===== config.mk =====
export PLATFORM = sky130hd
export DESIGN_NAME = wb_master_bridge_flat
export DESIGN_NICKNAME = d
export VERILOG_FILES = /design/src/rtl/wb_master_bridge_pkg.sv /design/src/rtl/wb_master_bridge_if.sv /design/src/rtl/wb_master_bridge.sv /design/src/flat_wrapper.sv
export SDC_FILE = /design/constraint.sdc
export NUM_CORES = 1
export LEC_CHECK = 0
export ABC_AREA = 1
export BUFFER_PORTS_ARGS = -buffer_cell sky130_fd_sc_hd__buf_4
export CORE_MARGIN = 1
export CORE_UTILIZATION = 43
export CTS_BUF_LIST = sky130_fd_sc_hd__clkbuf_16
export DETAILED_ROUTE_END_ITERATION = 10
export GPL_ROUTABILITY_DRIVEN = 0
export GPL_TIMING_DRIVEN = 0
export PLACE_DENSITY = 0.79
export SLEW_MARGIN = 20
export SYNTH_ARGS = -nofsm -noshare
export SYNTH_HDL_FRONTEND = slang
export SYNTH_SLANG_ARGS = --single-unit

===== constraint.sdc =====
create_clock -name clk -period 1.4 [get_ports clk]
set_input_delay 0.07 -clock clk [delete_from_list [all_inputs] [get_ports clk]]
set_output_delay 0.07 -clock clk [all_outputs]
set_load 0.02 [all_outputs]

===== src/rtl/wb_master_bridge_pkg.sv =====
// -----------------------------------------------------------------------------
// wb_master_bridge_pkg
//   Shared definitions for the command-to-Wishbone bridge:
//   - state_t         : FSM state encoding (IDLE=0, BUS=1, RESP=2)
//   - DEFAULT_TIMEOUT : default number of wait cycles before a bus abort
//   - cmd_t           : one latched command (direction, address, data, lanes)
// -----------------------------------------------------------------------------
package wb_master_bridge_pkg;

  typedef enum logic [1:0] {
    ST_IDLE = 2'd0,
    ST_BUS  = 2'd1,
    ST_RESP = 2'd2
  } state_t;

  localparam logic [7:0] DEFAULT_TIMEOUT = 8'd255;

  typedef struct packed {
    logic        we;
    logic [31:0] addr;
    logic [31:0] wdata;
    logic [3:0]  sel;
  } cmd_t;

  localparam cmd_t CMD_IDLE = '{we: 1'b0, addr: 32'h0, wdata: 32'h0, sel: 4'h0};

endpackage : wb_master_bridge_pkg


===== src/rtl/wb_master_bridge_if.sv =====
// -----------------------------------------------------------------------------
// wb_master_bridge_if
//   Wishbone classic single-master bus bundle.
//   master modport : drives cyc/stb/we/adr/dat_o/sel, receives dat_i/ack
//   slave  modport : the mirror view, used by a slave model or interconnect
// -----------------------------------------------------------------------------
interface wb_master_bridge_if;

  logic        wbm_cyc_o;
  logic        wbm_stb_o;
  logic        wbm_we_o;
  logic [31:0] wbm_adr_o;
  logic [31:0] wbm_dat_o;
  logic [3:0]  wbm_sel_o;
  logic [31:0] wbm_dat_i;
  logic        wbm_ack_i;

  modport master (
    output wbm_cyc_o, wbm_stb_o, wbm_we_o, wbm_adr_o, wbm_dat_o, wbm_sel_o,
    input  wbm_dat_i, wbm_ack_i
  );

  modport slave (
    input  wbm_cyc_o, wbm_stb_o, wbm_we_o, wbm_adr_o, wbm_dat_o, wbm_sel_o,
    output wbm_dat_i, wbm_ack_i
  );

endinterface : wb_master_bridge_if


===== src/rtl/wb_master_bridge.sv =====
// -----------------------------------------------------------------------------
// wb_master_bridge
//   Turns a valid/ready command stream into single Wishbone classic cycles and
//   returns one valid/ready response per command. One transaction in flight.
//
//   Parameters
//     TIMEOUT   : cycles the strobe may wait for ack; the strobe is held for
//                 TIMEOUT+1 cycles before the cycle is aborted with rsp_err.
//   Ports
//     clk, resetn            : clock, asynchronous active-low reset
//     cmd_valid/cmd_ready    : command handshake (cmd_ready high only in IDLE)
//     cmd_we/addr/wdata/sel  : command payload, sampled on the handshake
//     rsp_valid/rsp_ready    : response handshake
//     rsp_rdata, rsp_err     : read data (0 for writes/errors), timeout flag
//     wb                     : Wishbone master port
// -----------------------------------------------------------------------------
module wb_master_bridge
  import wb_master_bridge_pkg::*;
#(
  parameter logic [7:0] TIMEOUT = DEFAULT_TIMEOUT
) (
  input  logic        clk,
  input  logic        resetn,

  input  logic        cmd_valid,
  output logic        cmd_ready,
  input  logic        cmd_we,
  input  logic [31:0] cmd_addr,
  input  logic [31:0] cmd_wdata,
  input  logic [3:0]  cmd_sel,

  output logic        rsp_valid,
  input  logic        rsp_ready,
  output logic [31:0] rsp_rdata,
  output logic        rsp_err,

  wb_master_bridge_if.master wb
);

  state_t      state;
  cmd_t        bus_q;       // command driven on the bus, held for the whole cycle
  logic        bus_active;  // drives both cyc and stb (classic, no bursts)
  logic [7:0]  wait_cnt;

  // Decoded from state alone so the ready never depends on cmd_valid.
  assign cmd_ready = (state == ST_IDLE);

  assign wb.wbm_cyc_o = bus_active;
  assign wb.wbm_stb_o = bus_active;
  assign wb.wbm_we_o  = bus_q.we;
  assign wb.wbm_adr_o = bus_q.addr;
  assign wb.wbm_dat_o = bus_q.wdata;
  assign wb.wbm_sel_o = bus_q.sel;

  // NOTE: sequential state uses non-blocking assignments only, so every
  // register in this block sees the pre-edge values of its neighbours.
  always_ff @(posedge clk or negedge resetn) begin
    if (!resetn) begin
      state      <= ST_IDLE;
      bus_q      <= CMD_IDLE;
      bus_active <= 1'b0;
      wait_cnt   <= 8'd0;
      rsp_valid  <= 1'b0;
      rsp_rdata  <= 32'h0;
      rsp_err    <= 1'b0;
    end else begin
      case (state)
        ST_IDLE: begin
          if (cmd_valid && cmd_ready) begin
            bus_q      <= '{we: cmd_we, addr: cmd_addr, wdata: cmd_wdata, sel: cmd_sel};
            bus_active <= 1'b1;
            wait_cnt   <= 8'd0;
            state      <= ST_BUS;
          end
        end

        ST_BUS: begin
          // Ack is checked first so an ack on the final wait cycle still
          // completes the transfer rather than reporting a timeout.
          if (wb.wbm_ack_i) begin
            bus_active <= 1'b0;
            bus_q.we   <= 1'b0;
            rsp_rdata  <= bus_q.we ? 32'h0 : wb.wbm_dat_i;
            rsp_err    <= 1'b0;
            rsp_valid  <= 1'b1;
            state      <= ST_RESP;
          end else if (wait_cnt == TIMEOUT) begin
            bus_active <= 1'b0;
            bus_q.we   <= 1'b0;
            rsp_rdata  <= 32'h0;
            rsp_err    <= 1'b1;
            rsp_valid  <= 1'b1;
            state      <= ST_RESP;
          end else begin
            wait_cnt <= wait_cnt + 8'd1;
          end
        end

        ST_RESP: begin
          // Returning to IDLE only here means a command offered during the
          // response handshake is taken on the following cycle at the earliest.
          if (rsp_ready) begin
            rsp_valid <= 1'b0;
            state     <= ST_IDLE;
          end
        end

        default: begin
          state      <= ST_IDLE;
          bus_active <= 1'b0;
          rsp_valid  <= 1'b0;
        end
      endcase
    end
  end

endmodule : wb_master_bridge


===== src/flat_wrapper.sv =====
// flat-port wrapper written by rule: the top's interface ports become plain ports
module wb_master_bridge_flat import wb_master_bridge_pkg::*;
#(
  parameter logic [7:0] TIMEOUT = DEFAULT_TIMEOUT
)
  (clk, resetn, cmd_valid, cmd_ready, cmd_we, cmd_addr, cmd_wdata, cmd_sel, rsp_valid, rsp_ready, rsp_rdata, rsp_err, wb_wbm_cyc_o, wb_wbm_stb_o, wb_wbm_we_o, wb_wbm_adr_o, wb_wbm_dat_o, wb_wbm_sel_o, wb_wbm_dat_i, wb_wbm_ack_i);
  wb_master_bridge_if wb_i ();
  input  logic clk;
  input  logic resetn;
  input  logic cmd_valid;
  output logic cmd_ready;
  input  logic cmd_we;
  input  logic [31:0] cmd_addr;
  input  logic [31:0] cmd_wdata;
  input  logic [3:0] cmd_sel;
  output logic rsp_valid;
  input  logic rsp_ready;
  output logic [31:0] rsp_rdata;
  output logic rsp_err;
  output wire logic [$bits(wb_i.wbm_cyc_o)-1:0] wb_wbm_cyc_o;
  output wire logic [$bits(wb_i.wbm_stb_o)-1:0] wb_wbm_stb_o;
  output wire logic [$bits(wb_i.wbm_we_o)-1:0] wb_wbm_we_o;
  output wire logic [$bits(wb_i.wbm_adr_o)-1:0] wb_wbm_adr_o;
  output wire logic [$bits(wb_i.wbm_dat_o)-1:0] wb_wbm_dat_o;
  output wire logic [$bits(wb_i.wbm_sel_o)-1:0] wb_wbm_sel_o;
  input wire logic [$bits(wb_i.wbm_dat_i)-1:0] wb_wbm_dat_i;
  input wire logic [$bits(wb_i.wbm_ack_i)-1:0] wb_wbm_ack_i;
  assign wb_wbm_cyc_o = wb_i.wbm_cyc_o;
  assign wb_wbm_stb_o = wb_i.wbm_stb_o;
  assign wb_wbm_we_o = wb_i.wbm_we_o;
  assign wb_wbm_adr_o = wb_i.wbm_adr_o;
  assign wb_wbm_dat_o = wb_i.wbm_dat_o;
  assign wb_wbm_sel_o = wb_i.wbm_sel_o;
  assign wb_i.wbm_dat_i = wb_wbm_dat_i;
  assign wb_i.wbm_ack_i = wb_wbm_ack_i;
  wb_master_bridge #(.TIMEOUT(TIMEOUT)) u_core (.clk(clk), .resetn(resetn), .cmd_valid(cmd_valid), .cmd_ready(cmd_ready), .cmd_we(cmd_we), .cmd_addr(cmd_addr), .cmd_wdata(cmd_wdata), .cmd_sel(cmd_sel), .rsp_valid(rsp_valid), .rsp_ready(rsp_ready), .rsp_rdata(rsp_rdata), .rsp_err(rsp_err), .wb(wb_i));
endmodule

==> reports/metrics.yaml, run 1 <==
outcome: "complete, but fails checks"
violations: "setup timing"
htree_levels: 4
rsz0062_at_grt: "true"
die_w_um: 108
cp-start-kind: "flop"
fin_util_pct: 78.2
vdd_ir_drop_max_mv: 1.32
setup_ws_ns: -0.00245
synthXorXnorAreaFrac_pct: 0.180
drc: 0
ctsRootBufferMaster: "clkbuf_16"
min_period_ns: 1.40
fin_skew_ns: 0.0125
yosys_register_bits: 114
power.density_nw_per_um2: 2420
cts.clk_slew.worst_paths_ns: 0.06
overflow: 0
yosysWarnings: 0
clkLatencyLatePin_ns: 0.41
synth_fp_nets: 489
rows: 38
syn_area_per_cell_um2: 12.7
antenna_found_initial: 0
synth-simple-area-share_pct: 14.3
coreArea_um2: 10900
cp_data_arrival_time_ns: 1.69
drt_pre_antenna_iters: 4
design_power_total_w: 0.0207
vias: 4393
synth_ff_type: "dfrtp_1"
die-area_um2: 11700
r2r-end: "u_core.rsp_rdata[3]"
synth_top_family_by_area: "multiplexers"
fill_cells: 592
cp_max_fo: 10
worstSetupPathType: "reg -> reg"
relSlewSlack_pct: 40.8
p_leak_nw: 4.48
grt_pass1_vias: 4609
numPortBuffers: 211
dieHeight_um: 108
grt_pass1_wl_um: 24500
critical_path_required_ns: 1.69
ios: 212
drtIter0Drc: 250
worstMarginPinSlew_ns: 0.889
drt.antenna.violating_nets: 0
synth_mux_area_share_pct: 21.0
clockBufferDepth: 2
syn_area_um2: 4870
crit_path_end_kind: "flop"
grt_use_total_pct: 28.1
max_clock_freq_mhz: 713
grt_max_degree: 115
ff2ff_path_depth: 9
cts.sinks: 114
cts_tree: "yes"
initial_utilization_pct: 44.5
synth-compound-area-share_pct: 1.13
synthCells: 382
hold_path_class: "in -> async"
synth-async-reset-ratio_pct: 100
final_hold_viol_count: 0
layout-drive-gt1-share_pct: 49.1
routedWlPerCell_um: 19.3
synth_edf_count: 0
diodes: 0
r2r_slack_ns: -0.002
area.growth.synth_to_final_pct: 75.6
wl_um: 17000
nNetsFinal: 836
yosysUniqueCellTypes: 23
cts_made_buffers: 17
synthAdderAreaFrac_pct: 0.257
max_cap_viol_count: 0
setup_viol: 2
dp_hpwl_um: 8740
finalCritPeriodShare_pct: 100
maxSlewViolCount: 0
r2r-start: "u_core.wait_cnt[1]"
yosysSeqAreaShare_pct: 58.6
viasPerCell: 4.98
worst max-delay path by stage:
| stage | start | endpoint | slack (ns) |
|---|---|---|---|
| after global placement | u_core.wait_cnt[0] | u_core.rsp_rdata[11] | -0.03 |
| after CTS | u_core.wait_cnt[1] | u_core.rsp_rdata[25] | 0.0003 |
| after global routing | u_core.wait_cnt[1] | u_core.rsp_rdata[3] | -0.09 |
| after floorplan | u_core.state[0] | u_core.wb.wbm_adr_o[0] | 0.05 |
| after detailed placement | u_core.wait_cnt[0] | u_core.rsp_rdata[21] | -0.11 |
| final | u_core.wait_cnt[1] | u_core.rsp_rdata[3] | -0.002 |
report_power, final:
part / switching [W] / internal [W]
logic: 0.00490 / 0.00486
clock network: 0.00157 / 0.00332
registers: 0.00116 / 0.00490
Yosys cell counts, types with 2 or more instances:
cell       n  area share [%]
buf_6     11             2.5
o21ai_0    6            0.62
dfrtp_1  114              59
nand2_1   93             7.2
nor2_1     4            0.31
nor2_2     2            0.26
nand2_2    4            0.51
inv_2      3            0.23
buf_2      5            0.51
mux2_4    68              21
inv_1     10            0.77
nand3_1   49             5.0
buf_4      3            0.46
layout make-up:
class	instances	area (µm²)	area share, %
sequential	114	2850	33.4
timing repair buffer	327	2760	32.2
multi-input combinational	237	1840	21.5
clock buffer	17	425	4.98
clock inverter	15	239	2.80
buffer	19	208	2.43
tap	140	175	2.05
inverter	13	48.8	0.571
repair_timing:
action / in CTS / in global routing
setup buffers: 3 / 5
pin swaps: 3 / 3
endpoints found under the setup margin: 40 / 67
hold endpoints to repair: 217 / 0
gates cloned: 0 / 4
hold buffers: 105 / 0
gates resized for setup: 2 / 21
per-layer routing:
| layer | vias up | wire length (µm) | share of wire (%) | GRT usage, % |
|---|---|---|---|---|
| li1 | 1963 | - | - | - |
| met4 | 0 | 379 | 2.2 | 9.46 |
| met1 | 2173 | 6510 | 38 | 32.7 |
| met2 | 228 | 8880 | 52 | 49.8 |
| met3 | 29 | 1250 | 7.4 | 7.90 |
| met5 | - | 0 | 0 | 0 |
sequential cells by signal (all words and copies together), names as in the netlist:
register	count
u_core.wb.wbm_sel_o	4
u_core.wb.wbm_dat_o	32
u_core.state	2
u_core.rsp_err	1
u_core.wb.wbm_we_o	1
u_core.wb.wbm_cyc_o	1
u_core.rsp_rdata	32
u_core.rsp_valid	1
u_core.wait_cnt	8
u_core.wb.wbm_adr_o	32
placed cells by master, fill, tap and decap left out, drive strengths merged:
| cell type | n |
|---|---|
| nor2 | 7 |
| nand2 | 100 |
| o21ai | 7 |
| mux2 | 68 |
| dfrtp | 114 |
| clkbuf | 20 |
| a21oi | 1 |
| or2 | 1 |
| clkinvlp | 2 |
| xor2 | 1 |
| nand3 | 49 |
| buf | 238 |
| dlygate4sd3 | 105 |
| o31ai | 1 |
| clkinv | 7 |
| inv | 13 |
| o21bai | 1 |
| bufinv | 6 |
| ha | 1 |
kinds of logic after synthesis:
family,after synthesis
and+or+nand+nor,156
DFF,114
muxes,68
buffers and inverters,32
AOI/OAI and AO/OA,10
xor gates and xnor gates,1
adders and majority gates,1
critical path, cell delays in order, from the launching register on:
cell and delay [ns]:
dfrtp_1 0.36, ha_2 0.21, nand2_4 0.07, nor2_4 0.11
nand2_2 0.09, nand2_4 0.09, nand2_4 0.08, buf_8 0.16
nand2_1 0.07, nand2_1 0.06
per-stage QoR:
step	setup WS (ns)	hold slack (ns)	instance area [µm²]	TNS, ns	instances
finish	-0.00245	0.382	8550	-0.00333	882
global route	-0.0905	0.409	8550	-2.36	882
CTS	0.000266	0.389	8370	0	873
detailed placement	-0.106	0.265	6630	-2.72	733
global placement	-0.0350	0.251	6630	-0.796	733
floorplan	0.0531	-0.226	4870	0	382
(Power assumes the default switching activity.)
==> run 2: changes to the inputs <==
- PLACE_DENSITY: 0.79 -> 0.82
==> run 2 against run 1 <==
Compared with the run above:
- the flow still finishes with violations (setup timing)
- sequential share of layout area down 0.40 points
- flip-flop and latch count stayed put
- non-clock buffer count increased by 1
- utilization grew 0.98 points
- sequential power grew 0.7%
- largest cell class unchanged
- largest power group unchanged
==> reports/metrics.yaml, run 2 (synthesis results as in run 1) <==
outcome: "complete, but fails checks"
violations: "setup timing"
cp-start-kind: "flop"
post-place-ws_ns: -0.114
maxSlewViolCount: 0
met3_usage_pct: 9.22
vias: 4403
switching_share_pct: 37.7
worstSetupPathType: "reg -> reg"
cts_tree: "yes"
viasPerCell: 4.99
p_leak_nw: 4.53
die-area_um2: 11700
fin_skew_ns: 0.00533
layout_common_cells: "buf_4, dfrtp_1, dlygate4sd3_1"
antenna_found_initial: 2
dp_hpwl_um: 8670
hold_path_class: "in -> reg"
cts.clk_slew.worst_paths_ns: 0.05
cp_data_arrival_time_ns: 1.76
drtIter0Drc: 234
overflow: 0
setup_ws_ns: -0.0814
min_period_ns: 1.48
dieHeight_um: 108
clockBufferDepth: 2
grt_max_degree: 115
fin_util_pct: 79.1
power.density_nw_per_um2: 2370
initial_utilization_pct: 44.5
grtUsageMet2_pct: 50.3
met1_usage_pct: 29.9
seqPwrFrac_pct: 29.8
critical_path.most_common_cell: "nand2_4"
relSlewSlack_pct: 40.1
combPwrFrac_pct: 49.9
drt_pre_antenna_iters: 4
max_clock_freq_mhz: 675
critical_path_required_ns: 1.68
htree_levels: 4
finalCritPeriodShare_pct: 106
area.growth.synth_to_final_pct: 77.9
crit_slowest_cell: "dfrtp_1"
drc: 0
max_cap_viol_count: 0
slowest_delay_ns: 0.39
grt_pass1_wl_um: 23900
ctsRootBufferMaster: "clkbuf_16"
layout_commonest_cell: "buf_4"
routedWlPerCell_um: 19.8
gr-max-usage-layer: "met2"
crit_path_end_kind: "flop"
worstPathCellList: "ha_2 -> nand2_4 -> nor2_4 -> nand2_4 -> nand2_4 -> nand2_8 -> buf_8 -> nand2_2 -> nand2_1"
grt_pass1_vias: 4577
die_w_um: 108
pwr-share-clk_pct: 20.3
grt_use_total_pct: 27.5
intPower_w: 0.0128
wl_um: 17500
final_hold_viol_count: 0
ios: 212
p_sw_w: 0.00771
nNetsFinal: 838
cp_max_fo: 5
setup_viol: 101
numPortBuffers: 211
worstMarginPinSlew_ns: 0.898
cts.sinks: 114
layout-drive-gt1-share_pct: 50.2
vdd_ir_drop_max_mv: 1.68
rows: 38
rsz0062_at_grt: "true"
coreArea_um2: 10900
clkLatencyLatePin_ns: 0.41
drt.antenna.violating_nets: 0
cts_made_buffers: 17
-- run 2: cell type report --
type | instances | area, µm²
Sequential cell | 114 | 2850
Timing Repair Buffer | 328 | 2830
Fill cell | 612 | 2280
Buffer | 19 | 244
Antenna cell | 2 | 5.00
Tap cell | 140 | 175
Clock inverter | 12 | 126
Multi-Input combinational cell | 238 | 1940
Clock buffer | 17 | 425
Inverter | 13 | 51.3
-- run 2: repair_timing --
item | CTS | global route
hold buffers | 104 | 0
buffers inserted | 4 | 3
resized for setup | 4 | 49
gates cloned | 0 | 8
hold endpoints to repair | 217 | 0
pin swaps | 1 | 18
endpoints found under the setup margin | 38 | 112
-- run 2: final timing paths --
| check | start | slack, ns | depth (start not counted) | to |
|---|---|---|---|---|
| max | u_core.wait_cnt[1] | -0.08 | 9 | u_core.rsp_rdata[23] |
| min | cmd_valid | 0.04 | 3 | u_core.wb.wbm_we_o |
| max reg2reg | u_core.wait_cnt[1] | -0.08 | 9 | u_core.rsp_rdata[23] |
| min reg2reg | u_core.rsp_rdata[7] | 0.49 | 2 | u_core.rsp_rdata[7] |
| max in group asynchronous | resetn | 0.39 | 2 | u_core.state[0] |
| min in group asynchronous | resetn | 0.37 | 2 | u_core.rsp_rdata[27] |
-- run 2: power groups by stage --
| stage | Combinational (W) | Sequential [W] | Clock, W |
|---|---|---|---|
| after floorplan | 0.00344 | 0.00767 | 0 |
| after global placement | 0.00864 | 0.00580 | 0 |
| after detailed placement | 0.00882 | 0.00590 | 0 |
| after CTS | 0.00916 | 0.00592 | 0.00414 |
| after global routing | 0.0107 | 0.00623 | 0.00438 |
| final | 0.0102 | 0.00610 | 0.00416 |
-- run 2: worst max-delay path, delay by kind of cell (launching register included) --
kind	cells	cell delay [ns]
adders and majority gates	1	0.23
and+or+nand+nor	7	0.59
DFF	1	0.39
buffers and inverters	1	0.14
-- run 2: through the flow --
step | TNS [ns] | cells | cell area [µm²] | total power (W) | hold slack, ns
2_1_floorplan | 0 | 382 | 4870 | 0.0111 | -0.226
3_3_place_gp | -1.03 | 733 | 6630 | 0.0144 | 0.252
3_5_place_dp | -3.15 | 733 | 6630 | 0.0147 | 0.262
4_1_cts | -0.00373 | 870 | 8260 | 0.0192 | 0.00192
5_1_grt | -11.07 | 882 | 8650 | 0.0213 | 0.0419
6_report | -4.26 | 883 | 8650 | 0.0205 | 0.0439
-- run 2: layer usage --
metal | routed length (µm) | vias up
met3 | 1260 | 26
li1 | - | 1974
met2 | 9460 | 200
met4 | 262 | 0
met5 | 0 | -
met1 | 6490 | 2203
